--- src/rtl/lpc_pkg.sv ---
// Shared LPC constants, FSM state encoding and the completed-cycle record layout.
package lpc_pkg;

    localparam logic [3:0] START_IO   = 4'h0;
    localparam logic [3:0] START_TPM  = 4'h5;

    localparam logic [3:0] CYC_IO_RD  = 4'h0;
    localparam logic [3:0] CYC_IO_WR  = 4'h2;

    localparam logic [3:0] SYNC_READY = 4'h0;
    localparam logic [3:0] SYNC_LWAIT = 4'h6;
    localparam logic [3:0] SYNC_ERR   = 4'hA;
    localparam logic [3:0] LAD_TAR    = 4'hF;

    typedef enum logic [3:0] {
        ST_IDLE,
        ST_START,
        ST_CYCTYPE,
        ST_ADDR,
        ST_WDATA,
        ST_TAR1,
        ST_TAR2,
        ST_SYNC,
        ST_RDATA,
        ST_FTAR1,
        ST_FTAR2
    } lpc_state_e;

    // Record bit offsets: [31:28] start, [27:12] addr, [11:4] data, [3:1] window, [0] write
    localparam int unsigned REC_START_LSB = 28;
    localparam int unsigned REC_ADDR_LSB  = 12;
    localparam int unsigned REC_DATA_LSB  = 4;
    localparam int unsigned REC_WIN_LSB   = 1;
    localparam int unsigned REC_WR_BIT    = 0;

    typedef struct packed {
        logic [3:0]  start;
        logic [15:0] addr;
        logic [7:0]  data;
        logic [2:0]  win;
        logic        wr;
    } lpc_rec_t;

    localparam int unsigned REC_W = $bits(lpc_rec_t);

    // True when a LAD nibble is an accepted START code
    function automatic logic is_start(input logic [3:0] lad, input logic tpm_en);
        return (lad == START_IO) || (tpm_en && (lad == START_TPM));
    endfunction

endpackage

--- src/rtl/lpc_rec_fifo.sv ---
// Synchronous first-word-fall-through FIFO for completed-cycle records.
module lpc_rec_fifo #(
    parameter int unsigned WIDTH = 32,
    parameter int unsigned DEPTH = 4
) (
    input  logic             clk_i,
    input  logic             nrst_i,
    input  logic             push_i,
    input  logic [WIDTH-1:0] data_i,
    input  logic             pop_i,
    output logic [WIDTH-1:0] data_o,
    output logic             full_o,
    output logic             empty_o
);

    localparam int unsigned AW = $clog2(DEPTH);
    localparam int unsigned CW = AW + 1;

    logic [WIDTH-1:0] mem_q [DEPTH];
    logic [AW-1:0]    wr_ptr_q;
    logic [AW-1:0]    rd_ptr_q;
    logic [CW-1:0]    cnt_q;
    logic             do_push;
    logic             do_pop;

    assign full_o  = (cnt_q == CW'(DEPTH));
    assign empty_o = (cnt_q == '0);
    assign do_pop  = pop_i && !empty_o;
    // A full FIFO still accepts a push when a pop frees a slot in the same clock
    assign do_push = push_i && (!full_o || do_pop);
    assign data_o  = mem_q[rd_ptr_q];

    // Storage, pointers and occupancy
    always_ff @(posedge clk_i or negedge nrst_i) begin
        if (!nrst_i) begin
            for (int i = 0; i < int'(DEPTH); i++) begin
                mem_q[i] <= '0;
            end
            wr_ptr_q <= '0;
            rd_ptr_q <= '0;
            cnt_q    <= '0;
        end else begin
            if (do_push) begin
                mem_q[wr_ptr_q] <= data_i;
                wr_ptr_q        <= wr_ptr_q + AW'(1);
            end
            if (do_pop) begin
                rd_ptr_q <= rd_ptr_q + AW'(1);
            end
            if (do_push && !do_pop) begin
                cnt_q <= cnt_q + CW'(1);
            end else if (do_pop && !do_push) begin
                cnt_q <= cnt_q - CW'(1);
            end
        end
    end

endmodule

--- src/rtl/lpc_periph_multi.sv ---
// Multi-window LPC I/O / TPM peripheral with read request port and record FIFO.
module lpc_periph_multi
    import lpc_pkg::*;
#(
    parameter int unsigned NUM_WIN       = 2,
    parameter int unsigned WIN_SIZE_LOG2 = 3,
    parameter bit          TPM_EN        = 1'b1,
    parameter int unsigned MAX_WAIT      = 16,
    parameter int unsigned FIFO_DEPTH    = 4
) (
    input  logic                   clk_i,
    input  logic                   nrst_i,
    input  logic                   lframe_i,
    input  logic [3:0]             lad_i,
    output logic [3:0]             lad_o,
    output logic                   lad_oe_o,
    input  logic [16*NUM_WIN-1:0]  win_base_i,
    input  logic [NUM_WIN-1:0]     win_en_i,
    output logic                   rd_req_o,
    output logic [15:0]            rd_addr_o,
    input  logic [7:0]             rd_data_i,
    input  logic                   rd_ack_i,
    output logic [31:0]            tdata_o,
    output logic                   tvalid_o,
    input  logic                   tready_i,
    output logic [7:0]             drop_cnt_o
);

    localparam int unsigned WAIT_W   = $clog2(MAX_WAIT + 1);
    localparam logic [15:0] WIN_MASK = 16'(16'hFFFF << WIN_SIZE_LOG2);

    lpc_state_e        state_q;
    logic [3:0]        start_q;
    logic              wr_q;
    logic [15:0]       addr_q;
    logic [7:0]        data_q;
    logic [2:0]        win_q;
    logic [1:0]        cnt_q;
    logic [WAIT_W-1:0] wait_q;
    logic [3:0]        lad_q;
    logic              rd_req_q;
    logic [15:0]       rd_addr_q;
    logic [7:0]        drop_cnt_q;

    logic              hit_c;
    logic [2:0]        hit_idx_c;
    logic              start_ok_c;
    logic              abort_c;
    logic              space_c;
    logic              push_c;
    logic              pop_c;
    logic              fifo_full;
    logic              fifo_empty;
    lpc_rec_t          rec_c;

    // Window decode; iterating downward leaves the lowest hit index in place
    always_comb begin
        hit_c     = 1'b0;
        hit_idx_c = '0;
        for (int k = int'(NUM_WIN) - 1; k >= 0; k--) begin
            if (win_en_i[k] && (((addr_q ^ win_base_i[16*k +: 16]) & WIN_MASK) == '0)) begin
                hit_c     = 1'b1;
                hit_idx_c = 3'(k);
            end
        end
    end

    assign start_ok_c = is_start(lad_i, TPM_EN);
    assign abort_c    = !lframe_i && (state_q != ST_IDLE) && (state_q != ST_START);
    assign pop_c      = tready_i && !fifo_empty;
    // A pop in this clock frees room for the record pushed at the end of SYNC
    assign space_c    = !fifo_full || pop_c;
    // Successful cycles record on FTAR1 entry; aborts and error SYNC never do
    assign push_c     = lframe_i &&
                        (((state_q == ST_SYNC) && wr_q && (lad_q == SYNC_READY)) ||
                         ((state_q == ST_RDATA) && (cnt_q == 2'd1)));

    assign rec_c = '{start: start_q, addr: addr_q, data: data_q, win: win_q, wr: wr_q};

    // Cycle FSM with registered LAD drive, read request and drop counter
    always_ff @(posedge clk_i or negedge nrst_i) begin
        if (!nrst_i) begin
            state_q    <= ST_IDLE;
            start_q    <= '0;
            wr_q       <= 1'b0;
            addr_q     <= '0;
            data_q     <= '0;
            win_q      <= '0;
            cnt_q      <= '0;
            wait_q     <= '0;
            lad_q      <= '0;
            rd_req_q   <= 1'b0;
            rd_addr_q  <= '0;
            drop_cnt_q <= '0;
        end else begin
            lad_q <= '0;
            cnt_q <= '0;
            if (abort_c) begin
                rd_req_q <= 1'b0;
                if (start_ok_c) begin
                    state_q <= ST_START;
                    start_q <= lad_i;
                end else begin
                    state_q <= ST_IDLE;
                end
            end else begin
                case (state_q)
                    ST_IDLE: begin
                        if (!lframe_i && start_ok_c) begin
                            state_q <= ST_START;
                            start_q <= lad_i;
                        end
                    end
                    ST_START: begin
                        if (lframe_i) begin
                            state_q <= ST_CYCTYPE;
                        end else if (start_ok_c) begin
                            start_q <= lad_i;
                        end
                    end
                    ST_CYCTYPE: begin
                        if (lad_i == CYC_IO_RD) begin
                            wr_q    <= 1'b0;
                            state_q <= ST_ADDR;
                        end else if (lad_i == CYC_IO_WR) begin
                            wr_q    <= 1'b1;
                            state_q <= ST_ADDR;
                        end else begin
                            state_q <= ST_IDLE;
                        end
                    end
                    ST_ADDR: begin
                        addr_q <= {addr_q[11:0], lad_i};
                        if (cnt_q == 2'd3) begin
                            state_q <= wr_q ? ST_WDATA : ST_TAR1;
                        end else begin
                            cnt_q <= cnt_q + 2'd1;
                        end
                    end
                    ST_WDATA: begin
                        if (cnt_q == 2'd0) begin
                            data_q[3:0] <= lad_i;
                            cnt_q       <= 2'd1;
                        end else begin
                            data_q[7:4] <= lad_i;
                            state_q     <= ST_TAR1;
                        end
                    end
                    ST_TAR1: begin
                        if (hit_c) begin
                            win_q   <= hit_idx_c;
                            state_q <= ST_TAR2;
                        end else begin
                            state_q <= ST_IDLE;
                        end
                    end
                    ST_TAR2: begin
                        state_q <= ST_SYNC;
                        wait_q  <= '0;
                        if (wr_q) begin
                            lad_q <= space_c ? SYNC_READY : SYNC_LWAIT;
                        end else begin
                            lad_q     <= SYNC_LWAIT;
                            rd_req_q  <= 1'b1;
                            rd_addr_q <= addr_q;
                        end
                    end
                    ST_SYNC: begin
                        if (lad_q == SYNC_READY) begin
                            if (wr_q) begin
                                state_q <= ST_FTAR1;
                                lad_q   <= LAD_TAR;
                            end else begin
                                state_q <= ST_RDATA;
                                lad_q   <= data_q[3:0];
                            end
                        end else if (lad_q == SYNC_ERR) begin
                            state_q <= ST_FTAR1;
                            lad_q   <= LAD_TAR;
                        end else if (!wr_q && rd_req_q && rd_ack_i) begin
                            data_q   <= rd_data_i;
                            rd_req_q <= 1'b0;
                            lad_q    <= SYNC_READY;
                        end else if (wr_q && space_c) begin
                            lad_q <= SYNC_READY;
                        end else if (wait_q == WAIT_W'(MAX_WAIT - 1)) begin
                            lad_q    <= SYNC_ERR;
                            rd_req_q <= 1'b0;
                            if (wr_q && (drop_cnt_q != 8'hFF)) begin
                                drop_cnt_q <= drop_cnt_q + 8'd1;
                            end
                        end else begin
                            wait_q <= wait_q + WAIT_W'(1);
                            lad_q  <= SYNC_LWAIT;
                        end
                    end
                    ST_RDATA: begin
                        if (cnt_q == 2'd0) begin
                            lad_q <= data_q[7:4];
                            cnt_q <= 2'd1;
                        end else begin
                            state_q <= ST_FTAR1;
                            lad_q   <= LAD_TAR;
                        end
                    end
                    ST_FTAR1: state_q <= ST_FTAR2;
                    ST_FTAR2: state_q <= ST_IDLE;
                    default:  state_q <= ST_IDLE;
                endcase
            end
        end
    end

    lpc_rec_fifo #(
        .WIDTH (REC_W),
        .DEPTH (FIFO_DEPTH)
    ) u_fifo (
        .clk_i   (clk_i),
        .nrst_i  (nrst_i),
        .push_i  (push_c),
        .data_i  (rec_c),
        .pop_i   (pop_c),
        .data_o  (tdata_o),
        .full_o  (fifo_full),
        .empty_o (fifo_empty)
    );

    // Bus is released the same clock LFRAME# falls
    assign lad_oe_o   = lframe_i && (state_q inside {ST_SYNC, ST_RDATA, ST_FTAR1});
    assign lad_o      = lad_q;
    assign rd_req_o   = rd_req_q;
    assign rd_addr_o  = rd_addr_q;
    assign tvalid_o   = !fifo_empty;
    assign drop_cnt_o = drop_cnt_q;

endmodule

--- config.mk ---
export PLATFORM = sky130hd
export DESIGN_NAME = lpc_periph_multi
export DESIGN_NICKNAME = d
export VERILOG_FILES = /design/src/rtl/lpc_pkg.sv /design/src/rtl/lpc_rec_fifo.sv /design/src/rtl/lpc_periph_multi.sv
export SDC_FILE = /design/constraint.sdc
export NUM_CORES = 1
export LEC_CHECK = 0
export CAP_MARGIN = 10
export CORE_MARGIN = 2
export CORE_UTILIZATION = 45
export CTS_BUF_LIST = sky130_fd_sc_hd__clkbuf_2 sky130_fd_sc_hd__clkbuf_4 sky130_fd_sc_hd__clkbuf_8
export CTS_CLUSTER_SIZE = 14
export DETAILED_ROUTE_END_ITERATION = 16
export PLACE_DENSITY = 0.66
export SYNTH_ARGS = -nofsm -noshare
export SYNTH_HDL_FRONTEND = slang
export SYNTH_HIERARCHICAL = 1
export SYNTH_SLANG_ARGS = --single-unit
--- constraint.sdc ---
create_clock -name clk_i -period 3.3 [get_ports clk_i]
set_input_delay 0.66 -clock clk_i [delete_from_list [all_inputs] [get_ports clk_i]]
set_output_delay 0.66 -clock clk_i [all_outputs]
set_load 0.1 [all_outputs]
Word level (Yosys, flattened, before mapping)
Index checks and enable logic that the tools add are counted. W data, S select, Z words.

Register bits after elaboration: 207. Word-level logic and storage cells: 204.

Add/sub/neg operators: 7. Magnitude comparators: 3. Equality and inequality tests: 38. Muxes and demuxes: 69. Bitwise operators: 10. Reductions and logical operators: 57.

Operators with widths (number): $bwmux W128 (1); $mux W32 (3); $mux W4 (22); $bmux W32 S2 (1); $demux W32 S2 (1); $pmux W4 S10 (1); $logic_not A16 Y1 (2); $xor A16 B16 Y16 (2); $ne A3 B3 Y1 const B (9); $mux W5 (5); $mux W8 (3); $reduce_and A6 Y1 (4); $eq A4 B3 Y1 const B (5); $logic_and A1 B1 Y1 (20); $mux W1 (17); $ne A2 B2 Y1 const B (8); $pmux W8 S2 (1); $mux W3 (5); $eq A4 B2 Y1 const B (3); $eq A4 B4 Y1 const B (3); $logic_not A4 Y1 (3); $ne A4 B4 Y1 const B (3); $pmux W4 S3 (1); $reduce_and A3 Y1 (4); other kinds (32) (57).

Longest topological paths before layout
Depth after elaboration: 11. Depth in mapped cells: 12. Depth with buffers taken out: 11.

Cells and area by module
The synthesis kept the hierarchy.

By module, submodules not included: lpc_rec_fifo (times used 1, cells an instance 347, area an instance 5972.0 um2, sequential area each 3378.2 um2); lpc_periph_multi (times used 1, cells an instance 356, area an instance 3819.9 um2, sequential area each 1751.7 um2).

Worst setup path after synthesis
No wires, ideal clock.

Path type: in2out. From: in lframe_i. To: out lad_oe_o. Data arrival time: 3246 ps. Required time: 2640 ps. Setup slack: -606 ps. Stages on the path: 3. Path buffers: 2. Cell sequence: buf_6 > clkbuf_1 > a21boi_0.

Cells in the longest elaborated chain, start to end: 1.

RTL lines: start, declared (RTL line lpc_periph_multi.sv:13) `input logic lframe_i,`; $logic_and A1 B1 Y1 (RTL line lpc_periph_multi.sv:229) `assign lad_oe_o = lframe_i && (state_q inside {ST_SYNC, ST_RDATA, ST_FTAR1});`; end, declared (RTL line lpc_periph_multi.sv:16) `output logic lad_oe_o,`.

Every way passes these cells.

Final worst setup path
From: reg u_fifo.rd_ptr_q[0]. To: out tdata_o[17].

Cells in the longest elaborated chain, start to end: 4.

RTL lines: start, declared (RTL line lpc_rec_fifo.sv:21) `logic [AW-1:0] rd_ptr_q;`; start signal, assigned (RTL line lpc_rec_fifo.sv:48) `rd_ptr_q <= rd_ptr_q + AW'(1);`; $not A2 Y3 (not written as such) (RTL line lpc_rec_fifo.sv:31) `assign data_o = mem_q[rd_ptr_q];`; $bmux W32 S2 (RTL line lpc_rec_fifo.sv:31); $mux W32 (not written as such) (2 in series) (RTL line lpc_rec_fifo.sv:31); end, declared (RTL line lpc_periph_multi.sv:23) `output logic [31:0] tdata_o,`.

Every way passes these cells. The select of a mux whose other input is x is not followed.

==> results.md <==
* Clock transition at the registers of the reported paths at ~60 ps
* Synthesized area at 9790 sq um
* Max_slew headroom at 0.522
* R2R depth at 11
* Chip width at ~150 um
* Vias in the first global route at around 7000
* Clock tree root driver cell: clkbuf_8
* # IOs at roughly 110
* Synth Area in Simple Gates at 0.0690
* Hold_buf cts at 0
* Cell Pwr Density at 681 nW/um^2
* Max cap viols at 0
* Placer congestion estimate at 0.870
* GRT Util Overall at 0.209
* Number of I/O port buffers at 107
* Max H-tree Level at 2
* Initial core utilization at 0.461
* Antenna violations before repair at 0
* Synth warn at 6
* Area grow syn2layout at 25.2%
* TritonCTS clock tree: built
* Nets@finish at ~900
* Critical Path RT at 2640 ps
* Clock Sinks at 205
* Post-CTS Setup Bufs at 0
* Dpl hpwl at 15.5 mm
* Pwr Total at 0.00834 W
* CTS buffer count at 36
* Status: completed
* Synthesized instance count at 703
* CTS Buffer Depth at 3
* Worst min-delay path category: input port to asynchronous set/reset pin
* Worst-margin pin slew at between 700 and 800 ps
* Synth Register Bits at 205
* Setup TNS Final at 0 ps
* Crit path capture type: output pin
* Adder-Cell Fraction of Synth Area at 0.0173
* Core ar. at around 21000 sq um
* Vias per inst at 5.57
* Final Cycle Share at 0.890
* Cell variety after synth at 70
* Ys flop type: dfrtp_1
* RR Startpoint: state_q[0]
* Met1 Usage GRT at 0.277
* Final setup viols at 0
* Worst R2R End: u_fifo/cnt_q[2]
* GRT busiest layer: met2
* Iteration-0 DRC Markers at 319
* Synth Area in XOR/XNOR at 0.0376
* Final WL at 22.6 mm
* Min Clock Period, post-route at ~2900 ps
* Die area at 23000 sq um
* Synth Area in Compound Gates at 0.0539
* Initial DRT Pass Iterations at 4
* Met3 usage at 0.0476
* Critical path class: flip-flop to output pin
* RSZ-0062 raised after global routing: false
* Post-synth EDFFs at 0
* Antenna-violating nets left at 0
* Final Hold Viols at 0
* Portion of netlist area occupied by mux cells at 0.265
* Worst-path fanout max at 14
* Static Leak at 5.64 nW
* Global Route met2 Usage at 0.346
* FFs w/ async S/R, synth at 1.00
* Pre-CTS WS at 388 ps
* GRT overflow at 0
* Row count at 53
* Ant diodes at 0
* Worst Setup SP: u_fifo/rd_ptr_q[0]
* Drt drc at 0
* Worst R2R Setup Slack at 500 ps
* Slack of the critical path at 363 ps
* DR vias at 6386
* Die height at 152 um
* Avg Inst Size Synth at 13.9 sq um
* Worst Skew at 27.3 ps
* Finished layout cell area at 12300 sq um
* Avg WL per Cell at 19.7 um
* Worst VDD drop at roughly 670 uV
* Global-route wire length before repair at around 37 mm
* Arr. time, crit path at around 2300 ps
* F_max at roughly 340 MHz
* Placed cell areas at 11500 sq um
* Worst Setup Start Kind: flip-flop
* Max-slew violations at 0
* Fraction of layout cells with a size suffix above 1 at 0.418
* Post-cts sizing count at 0
* Clk_lat worst skew at 530 ps
* Largest net degree at the start of global routing at just under 90
* Combinational family with the most area after synthesis: multiplexers
* Util after Layout at 0.578
* Seq/Total Area, Yosys at 0.524
-- metrics by stage --
| step | hold slack (ps) | std cells |
|---|---|---|
| 6_report | 198 | 1146 |
| 5_1_grt | 258 | 1146 |
| 4_1_cts | 218 | 1146 |
| 3_5_place_dp | 476 | 1085 |
| 3_3_place_gp | 472 | 1085 |
| 2_1_floorplan | 364 | 710 |
-- routing by layer --
layer,vias to the layer above,wire (um)
li1,2870,-
met1,3276,9680
met2,200,11000
met3,40,1320
met4,0,537
met5,-,0
-- report_power, final --
part | internal, W | switching, W
combinational | 0.00106 | 0.00158
sequential | 0.00284 | 0.000536
clock | 0.00133 | 0.000995
total | 0.00523 | 0.00311
-- cells by family after synthesis --
| group | after synthesis |
|---|---|
| adder cells (fa/ha/maj) | 13 |
| other | 1 |
| AND/OR/NAND/NOR | 115 |
| multiplexers | 199 |
| XOR/XNOR | 42 |
| buffers and inverters | 47 |
| AO/OA/AOI/OAI | 81 |
| flip-flops | 205 |
-- final cells by class --
type / instances / area [sq um]
clock inverter: 5 / 31.3
inverter: 14 / 52.6
timing repair buffer: 133 / 1610
sequential: 205 / 5130
clock buffer: 56 / 689
tap: 275 / 344
fill: 1668 / 8960
multi-input combinational: 458 / 4400
-- flip-flops by register name (all words and copies together) (netlist names) --
register	cells
rd_addr_o	16
data_q	8
u_fifo/rd_ptr_q	2
addr_q	16
state_q	4
u_fifo/wr_ptr_q	2
win_q	1
cnt_q	2
u_fifo/mem_q	128
rd_req_o	1
lad_o	4
wr_q	1
u_fifo/cnt_q	3
wait_q	5
drop_cnt_o	8
start_q	4
-- cells in the final DEF, fill, tap and decap left out, types with 13 or more instances in the layout --
master,synthesis,routed
clkbuf_8,1,44
inv_1,13,13
dfrtp_1,205,204
xnor2_1,38,38
clkdlybuf4s50_1,0,43
clkbuf_4,0,13
buf_12,0,40
a21oi_1,18,18
mux4_2,32,32
nand2_1,29,29
o21ai_0,27,27
buf_4,3,49
nor2_1,17,13
mux2_2,159,159
-- cell usage after synthesis, types with 4 or more instances --
master / instances / area share
and2_1: 8 / 0.0051
xnor2_1: 38 / 0.034
xor2_1: 4 / 0.0036
nand2b_1: 5 / 0.0032
mux2_1: 6 / 0.0069
o21a_1: 4 / 0.0031
clkbuf_1: 7 / 0.0027
nand3_1: 4 / 0.0020
inv_1: 13 / 0.0050
a21oi_1: 18 / 0.0092
and3_1: 5 / 0.0032
nand2_1: 29 / 0.011
nor3_1: 7 / 0.0036
ha_1: 11 / 0.014
o2111ai_1: 4 / 0.0036
nand3b_1: 5 / 0.0038
o211ai_1: 4 / 0.0031
buf_6: 15 / 0.017
nand4_1: 11 / 0.0070
o21ai_0: 27 / 0.014
nor4_1: 4 / 0.0026
nor2_1: 17 / 0.0065
buf_2: 7 / 0.0036
dfrtp_1: 205 / 0.52
mux4_2: 32 / 0.074
mux2_2: 159 / 0.18
-- worst max path at each step --
stage,to,slack (ps),cells after the start
finish,tdata_o[17],360,3
global route,tdata_o[17],260,3
CTS,tdata_o[17],290,3
detailed placement,u_fifo/cnt_q[1],390,8
global placement,u_fifo/cnt_q[1],420,8
floorplan,lad_oe_o,120,3
-- critical path, cell delays in order (launching register included) --
cell and delay [ps]:
dfrtp_2 700, buf_4 280, mux4_2 580, buf_12 200
No activity file was read; power rests on OpenSTA's default activity.
